[src/rtl/led_pkg.sv]
// led_pkg: shared default constants for the LED PWM fader
package led_pkg;
    localparam int LED_NUM       = 8;
    localparam int LED_PWM_BITS  = 8;
    localparam int LED_PRESCALE  = 16;
    localparam int LED_FADE_STEP = 4;
endpackage

[src/rtl/led_fade_chan.sv]
// led_fade_chan: one LED channel -- duty register, saturating ramp, PWM compare and pin flop
module led_fade_chan import led_pkg::*; #(
    parameter int PWM_BITS   = LED_PWM_BITS,
    parameter int FADE_STEP  = LED_FADE_STEP,
    parameter bit ACTIVE_LOW = 1'b0
) (
    input  logic                csi_clk,
    input  logic                rsi_reset,
    input  logic                pattern_bit,
    input  logic [PWM_BITS-1:0] max_duty,
    input  logic                fade_en,
    input  logic                bnd,
    input  logic [PWM_BITS-1:0] pwm_cnt,
    output logic                pin
);
    localparam logic [PWM_BITS:0] STEP = (PWM_BITS+1)'(FADE_STEP);
    logic [PWM_BITS-1:0] duty, target, ramp, duty_nxt;
    logic [PWM_BITS:0]   up, dn;
    // one extra bit keeps the ramp from wrapping so it saturates exactly at target
    always_comb begin
        target   = pattern_bit ? max_duty : '0;
        up       = {1'b0, duty} + STEP;
        dn       = {1'b0, target} + STEP;
        ramp     = duty < target ? (up > {1'b0, target} ? target : up[PWM_BITS-1:0]) :
                   duty > target ? (dn > {1'b0, duty} ? target : duty - STEP[PWM_BITS-1:0]) : duty;
        duty_nxt = fade_en ? ramp : target;
    end
    always_ff @(posedge csi_clk or posedge rsi_reset)
        if (rsi_reset) begin
            duty <= '0;
            pin  <= ACTIVE_LOW;
        end else begin
            if (bnd) duty <= duty_nxt;
            pin <= (duty > pwm_cnt) ^ ACTIVE_LOW;
        end
endmodule

[src/rtl/led_pwm_fader.sv]
// led_pwm_fader: turns the LED register pattern into PWM-dimmed, optionally faded LED pins
module led_pwm_fader import led_pkg::*; #(
    parameter int NUM_LEDS   = LED_NUM,
    parameter int PWM_BITS   = LED_PWM_BITS,
    parameter int PRESCALE   = LED_PRESCALE,
    parameter int FADE_STEP  = LED_FADE_STEP,
    parameter bit ACTIVE_LOW = 1'b0
) (
    input  logic                csi_clk,
    input  logic                rsi_reset,
    input  logic [NUM_LEDS-1:0] led_pattern,
    input  logic [PWM_BITS-1:0] max_duty,
    input  logic                fade_en,
    output logic [NUM_LEDS-1:0] coe_led_pins,
    output logic                period_start
);
    localparam int              PS_W    = PRESCALE > 1 ? $clog2(PRESCALE) : 1;
    localparam logic [PS_W-1:0] PS_LAST = PS_W'(PRESCALE - 1);
    logic [NUM_LEDS-1:0] pattern_q;
    logic [PS_W-1:0]     prescaler;
    logic [PWM_BITS-1:0] pwm_cnt;
    logic                tick, bnd;
    assign tick = prescaler == PS_LAST;
    assign bnd  = tick && &pwm_cnt;
    always_ff @(posedge csi_clk or posedge rsi_reset)
        if (rsi_reset) begin
            pattern_q    <= '0;
            prescaler    <= '0;
            pwm_cnt      <= '0;
            period_start <= 1'b0;
        end else begin
            pattern_q    <= led_pattern;
            prescaler    <= tick ? '0 : prescaler + PS_W'(1);
            pwm_cnt      <= pwm_cnt + PWM_BITS'(tick);
            period_start <= bnd;
        end
    for (genvar i = 0; i < NUM_LEDS; i++) begin : g_chan
        led_fade_chan #(
            .PWM_BITS  (PWM_BITS),
            .FADE_STEP (FADE_STEP),
            .ACTIVE_LOW(ACTIVE_LOW)
        ) u_chan (
            .csi_clk    (csi_clk),
            .rsi_reset  (rsi_reset),
            .pattern_bit(pattern_q[i]),
            .max_duty   (max_duty),
            .fade_en    (fade_en),
            .bnd        (bnd),
            .pwm_cnt    (pwm_cnt),
            .pin        (coe_led_pins[i])
        );
    end
endmodule

[config.mk]
export PLATFORM = sky130hd
export DESIGN_NAME = led_pwm_fader
export DESIGN_NICKNAME = d
export VERILOG_FILES = /design/src/rtl/led_pkg.sv /design/src/rtl/led_fade_chan.sv /design/src/rtl/led_pwm_fader.sv
export SDC_FILE = /design/constraint.sdc
export NUM_CORES = 1
export LEC_CHECK = 0
export ABC_AREA = 1
export BUFFER_PORTS_ARGS = -buffer_cell sky130_fd_sc_hd__buf_2
export CORE_MARGIN = 2
export CORE_UTILIZATION = 49
export DETAILED_ROUTE_END_ITERATION = 7
export GPL_TIMING_DRIVEN = 0
export MAX_ROUTING_LAYER = met4
export PLACE_DENSITY_LB_ADDON = 0.3
export RECOVER_POWER = 50
export SLEW_MARGIN = 10
export SYNTH_ARGS = -nofsm -noshare
export SYNTH_HDL_FRONTEND = slang
export SYNTH_SLANG_ARGS = --single-unit
[constraint.sdc]
create_clock -name csi_clk -period 3.8 [get_ports csi_clk]
set_input_delay 0.95 -clock csi_clk [delete_from_list [all_inputs] [get_ports csi_clk]]
set_output_delay 0.95 -clock csi_clk [all_outputs]
set_load 0.03 [all_outputs]
After elaboration in Yosys (flattened, before gate mapping)
Index checks and enable logic that the tools add are counted.
{ "totals": {"ff_bits": 93, "word_cells": 154, "in_bits": 19} }
{ "classes": {"n_addsub": 26, "reduce_logical": 10, "order_cmp": 40, "eq_ne": 9, "muxes": 49} }
{ "op_table": {"columns": ["cell", "n"], "rows": [
  ["two-way mux 8 bit", 48],
  ["adder 8 x 3 -> 9 bit (second input constant)", 16],
  ["> comparator 9 x 8 -> 1 bit", 16],
  ["> comparator 8 bit", 16],
  ["< comparator 8 bit", 8],
  ["subtractor 8 x 3 -> 8 bit (second input constant)", 8],
  ["inequality test 3 x 1 -> 1 bit (second input constant)", 8],
  ["AND reduction 2 bit", 8],
  ["adder 8 x 1 -> 8 bit", 1],
  ["AND reduction 8 bit", 1],
  ["adder 4 x 1 -> 4 bit (second input constant)", 1],
  ["== test 4 bit (second input constant)", 1],
  ["two-way mux 4 bit", 1],
  ["logical AND 1 bit", 1]
]} }

Logic depth before layout (Yosys ltp)
{ "logic_depth": {"depth_word": 7, "ltp_mapped": 22} }

By module
Synthesis repeated with hierarchy kept, for this count alone.
{ "hier_totals": {"hier_cells": 2165, "area_unflattened_um2": 14616.5} }
{ "modules_own_cells": {"columns": ["module", "seq_area_each_um2", "n_inst", "cells_each", "area_per_inst_um2"], "rows": [
  ["led_fade_chan (g_chan[3].u_chan ...)", 225.2, 4, 254, 1672.9],
  ["led_fade_chan (g_chan[0].u_chan ...)", 225.2, 3, 271, 1778.0],
  ["led_fade_chan (g_chan[1].u_chan)", 225.2, 1, 268, 1810.5],
  ["led_pwm_fader", 525.5, 1, 68, 780.7]
]} }

Worst setup path before layout
No wires, ideal clock.
{ "synth_timing": {"kind": "input to register", "from": "input max_duty[3]", "to": "register g_chan[2].u_chan.duty[2]", "n_path_buf": 1, "t_required_ns": 3.683, "cell_stages": 17, "arrival_time_ns": 3.233, "setup_slack_ns": 0.450, "cell_sequence": "clkbuf_1 nand2_1 inv_1 ha_1 nand4_4 nand2_1 inv_1 ha_1 nand2_1 nor4_1 o21ai_4 nand2_2 nand2_2 nand3_1 nand3_1 nand2_1 nand2_1"} }
{ "synth_via": {"elab_chain_len": 7, "word_cells_on_any_way": 13, "classes_between": "add/sub (1); order compare (4); eq/ne (1); mux (6); reduce/logical (1)"} }
{ "synth_rtl": {"columns": ["item", "line", "rtl"], "rows": [
  ["start: declaration", "led_pwm_fader.sv:12", "input logic [PWM_BITS-1:0] max_duty,"],
  ["two-way mux 8 bit *", "led_fade_chan.sv:21", "target = pattern_bit ? max_duty : '0;"],
  ["adder 8 x 3 -> 9 bit", "led_fade_chan.sv:23", "dn = {1'b0, target} + STEP;"],
  ["> comparator 9 x 8 -> 1 bit", "led_fade_chan.sv:25", "duty > target ? (dn > {1'b0, duty} ? target : duty - STEP[PWM_BITS-1:0]) : duty;"],
  ["two-way mux 8 bit (2 in series)", "led_fade_chan.sv:25", null],
  ["two-way mux 8 bit", "led_fade_chan.sv:24", "ramp = duty < target ? (up > {1'b0, target} ? target : up[PWM_BITS-1:0]) :"],
  ["two-way mux 8 bit", "led_fade_chan.sv:26", "duty_nxt = fade_en ? ramp : target;"],
  ["end signal: assignment", "led_fade_chan.sv:33", "if (bnd) duty <= duty_nxt;"],
  ["end: declaration", "led_fade_chan.sv:17", "logic [PWM_BITS-1:0] duty, target, ramp, duty_nxt;"]
]} }
Every way passes the cells marked *; elsewhere a longest branch is shown, timed or not. The select of a mux whose other input is x is not followed.
A chain may end at the register's enable or synchronous reset.

Worst setup path after layout
{ "layout_timing": {"from": "input max_duty[5]", "to": "register g_chan[6].u_chan.duty[1]"} }
{ "layout_via": {"elab_chain_len": 7, "word_cells_on_any_way": 13, "classes_between": "add/sub (1); order compare (4); eq/ne (1); mux (6); reduce/logical (1)"} }
{ "layout_rtl": {"columns": ["item", "line"], "rows": [
  ["two-way mux 8 bit *", "led_fade_chan.sv:21"],
  ["adder 8 x 3 -> 9 bit", "led_fade_chan.sv:23"],
  ["> comparator 9 x 8 -> 1 bit", "led_fade_chan.sv:25"],
  ["two-way mux 8 bit (2 in series)", "led_fade_chan.sv:25"],
  ["two-way mux 8 bit", "led_fade_chan.sv:24"],
  ["two-way mux 8 bit", "led_fade_chan.sv:26"],
  ["end signal: assignment", "led_fade_chan.sv:33"],
  ["end: declaration", "led_fade_chan.sv:17"]
]} }
Marked as above.

==> qor.yml <==
timing.final.crit_share_pct: 94.6
seq_area_frac_synth_pct: 16.8
grt_pass1_wl_mm: 68.1
root_buffer: "clkbuf_16"
start_util_pct: 49.8
met1_length_mm: 18.7
rrSetupSlack_ns: 0.65
die_h_um: 172
hold_end: "prescaler[2]"
vias: 14200
synth_top_family_by_area: "simple AND/OR/NAND/NOR gates"
wl_met2_mm: 19.0
crit_path_max_fanout: 10
min_path_type: "flop to flop"
hold_path_startpoint: "prescaler[2]"
die_area_um2: 29600
cp-start-kind: "primary input"
cts_max_level: 3
drcViolationCount: 0
synth_fa_ha_area_share_pct: 23.4
yosys_warnings: 0
portBuffers: 21
drive_gt1_share_pct: 6.67
rows: 61
grt_overflow_total: 0
post_cts_buffers: 0
viasPerCell: 5.60
antenna_found_initial: 0
top_layer: "met4"
min_period_ns: 3.59
wl_per_cell_um: 16.6
cts_buffers: 9
crit_type: "primary input to flop"
hold_path_depth: 1
dp_worst_setup_slack_ns: -0.752
multi_input_area_um2: 10100
synth_cell_types: 45
yosys.area_share.simple_pct: 35.0
fillers: 2820
cts_tree: "done"
antennaDiodeCount: 0
ff2ff_path_depth: 15
io_pins: 28
cts_buffer_depth: 2
avgSynthCellArea_um2: 6.52
synthXorXnorAreaFrac_pct: 4.69
syn_inst: 2120
violations: "capacitance limit, slew limit"
slew_headroom_pct: -10.1
drt_iter0_drc: 1187
slew_viol_final: 96
rsz0062_at_grt: "false"
ant_nets: 0
ys_seq_elements: 93
worstPathArrival_ns: 3.83
p_leak_nw: 8.29
mostFrequentLayoutCells: "nand2_1, inv_1, nand3_1, ha_1, a21oi_1"
dp_hpwl_mm: 31.8
synth_nets: 2398
core-area_um2: 27800
setup-violations-final: 0
cts_hold_buf: 0
skew_ns: 0.0132
power_mw: 2.96
insertion_delay_ns: 0.37
final-instance-count-excl-fill: 2536
regToRegEndpoint: "g_chan[5].u_chan.duty[4]"
fmax_mhz: 278
wirelength_mm: 42.1
post-place-cells: 2520
die_w_um: 172
hold_viol_final: 0
synth_compound_area_share_pct: 10.2
max_cap_violations: 2
met3WireLength_mm: 2.88
p_per_area_nw_per_um2: 201
track_usage_pct: 30.3
worst_pin_slew_ns: 1.65
gp_congestion: 0.977
final_net_count: 2431
layout_commonest_cell: "nand2_1"
status: "finished with violations"
clock_sinks: 93
grt_start_max_net_pins: 62
required_ns: 4.04
seqCellArea_um2: 2330
r2r-start: "pattern_q[5]"
dr.pass1.iters: 5
synthMuxAreaShare_pct: 0
area_delta_synth_final_pct: 6.67
ctsResizeCount: 4
layout_setup_ws_ns: 0.206
netlist_area_um2: 13800
first_global_vias: 13400
critPathCaptureType: "flop"
peakVddDrop_v: 0.000164
clk_pin_slew_ns: 0.08
stage by stage:
stage          utilization (%)  area (um2)  hold WS, ns  setup TNS [ns]
2_1_floorplan                -       13800        0.463               0
3_3_place_gp              51.8       14400        0.478         -127.39
3_5_place_dp              51.9       14400        0.484          -36.85
4_1_cts                   53.1       14800        0.498               0
5_1_grt                   53.1       14700        0.528               0
6_report                  53.1       14700        0.503               0
critical path: stages:
cell	delay (ns)
buf_2	0.20
buf_4	0.31
buf_6	0.24
clkbuf_4	0.29
nand3_1	0.12
o21ai_0	0.26
inv_1	0.07
ha_1	0.29
and3_1	0.20
nand2_1	0.06
nand2_1	0.04
nand2_1	0.16
nand3_2	0.20
nand2_1	0.14
nand2_1	0.08
nand2_1	0.10
o21ai_0	0.08
power by group:
part	internal, mW	switching (mW)
logic	0.304	0.650
clock network	0.551	0.439
registers	1.00	0.0172
cell type report:
| type | count | share of cell area, % |
|---|---|---|
| clock inverters | 4 | 0.382 |
| flip-flops and latches | 93 | 15.8 |
| clock buffers | 12 | 1.74 |
| plain buffers | 55 | 2.12 |
| inverters | 284 | 7.25 |
| well taps | 378 | 3.21 |
| repair buffers | 22 | 0.747 |
| multi-input cells | 1688 | 68.8 |
synthesized netlist by cell type (all sizes together):
library cell    n  area (um2)
nand2b          4        25.0
inv           283        1060
nor2          131         502
o21a           10        75.1
o21ai          69         368
nand3         266        1360
a21o           10        75.1
a21oi         156         785
nand3b         13        97.6
and3            1        6.26
xnor2          11        96.3
clkbuf         18        67.6
o211ai          2        15.0
a32oi           2        17.5
a21boi          1        7.51
nand2         614        2420
nand4          29         209
nor4            6        37.5
a31oi           5        31.3
a211oi          3        22.5
or2             5        33.8
ha            259        3240
nor3           27         145
xor2           63         552
dfrtp          93        2330
buf            37         231
clkinv          1        5.00
o21bai          1        7.51
registers in the layout, summed over array words and instances, names as in the netlist:
signal	flops
g_chan.u_chan.pin	8
prescaler	4
pwm_cnt	8
g_chan.u_chan.duty	64
period_start	1
pattern_q	8
how the worst max path moves through the flow:
stage | start | to | slack [ns] | depth (start not counted)
3_5_place_dp | max_duty[3] | g_chan[3].u_chan.duty[0] | -0.75 | 18
4_1_cts | max_duty[5] | g_chan[6].u_chan.duty[1] | 0.0003 | 17
3_3_place_gp | rsi_reset | pattern_q[1] | -1.00 | 2
5_1_grt | max_duty[3] | g_chan[3].u_chan.duty[0] | 0.009 | 19
2_1_floorplan | rsi_reset | g_chan[0].u_chan.duty[0] | 0.43 | 1
6_report | max_duty[5] | g_chan[6].u_chan.duty[1] | 0.21 | 17
routing by layer:
layer  GRT usage [%]  vias to the layer above
li1                -                     7060
met1            38.6                     6536
met2            49.3                      500
met3            3.62                       97
met4            11.8                        0
met5               -                        -
kinds of logic after synthesis:
kind of cell,after synthesis
AO/OA/AOI/OAI,259
XOR/XNOR,74
adder cells (fa/ha/maj),259
buffers and inverters,339
flip-flops,93
AND/OR/NAND/NOR,1096
No activity file was read; power rests on OpenSTA's default activity.
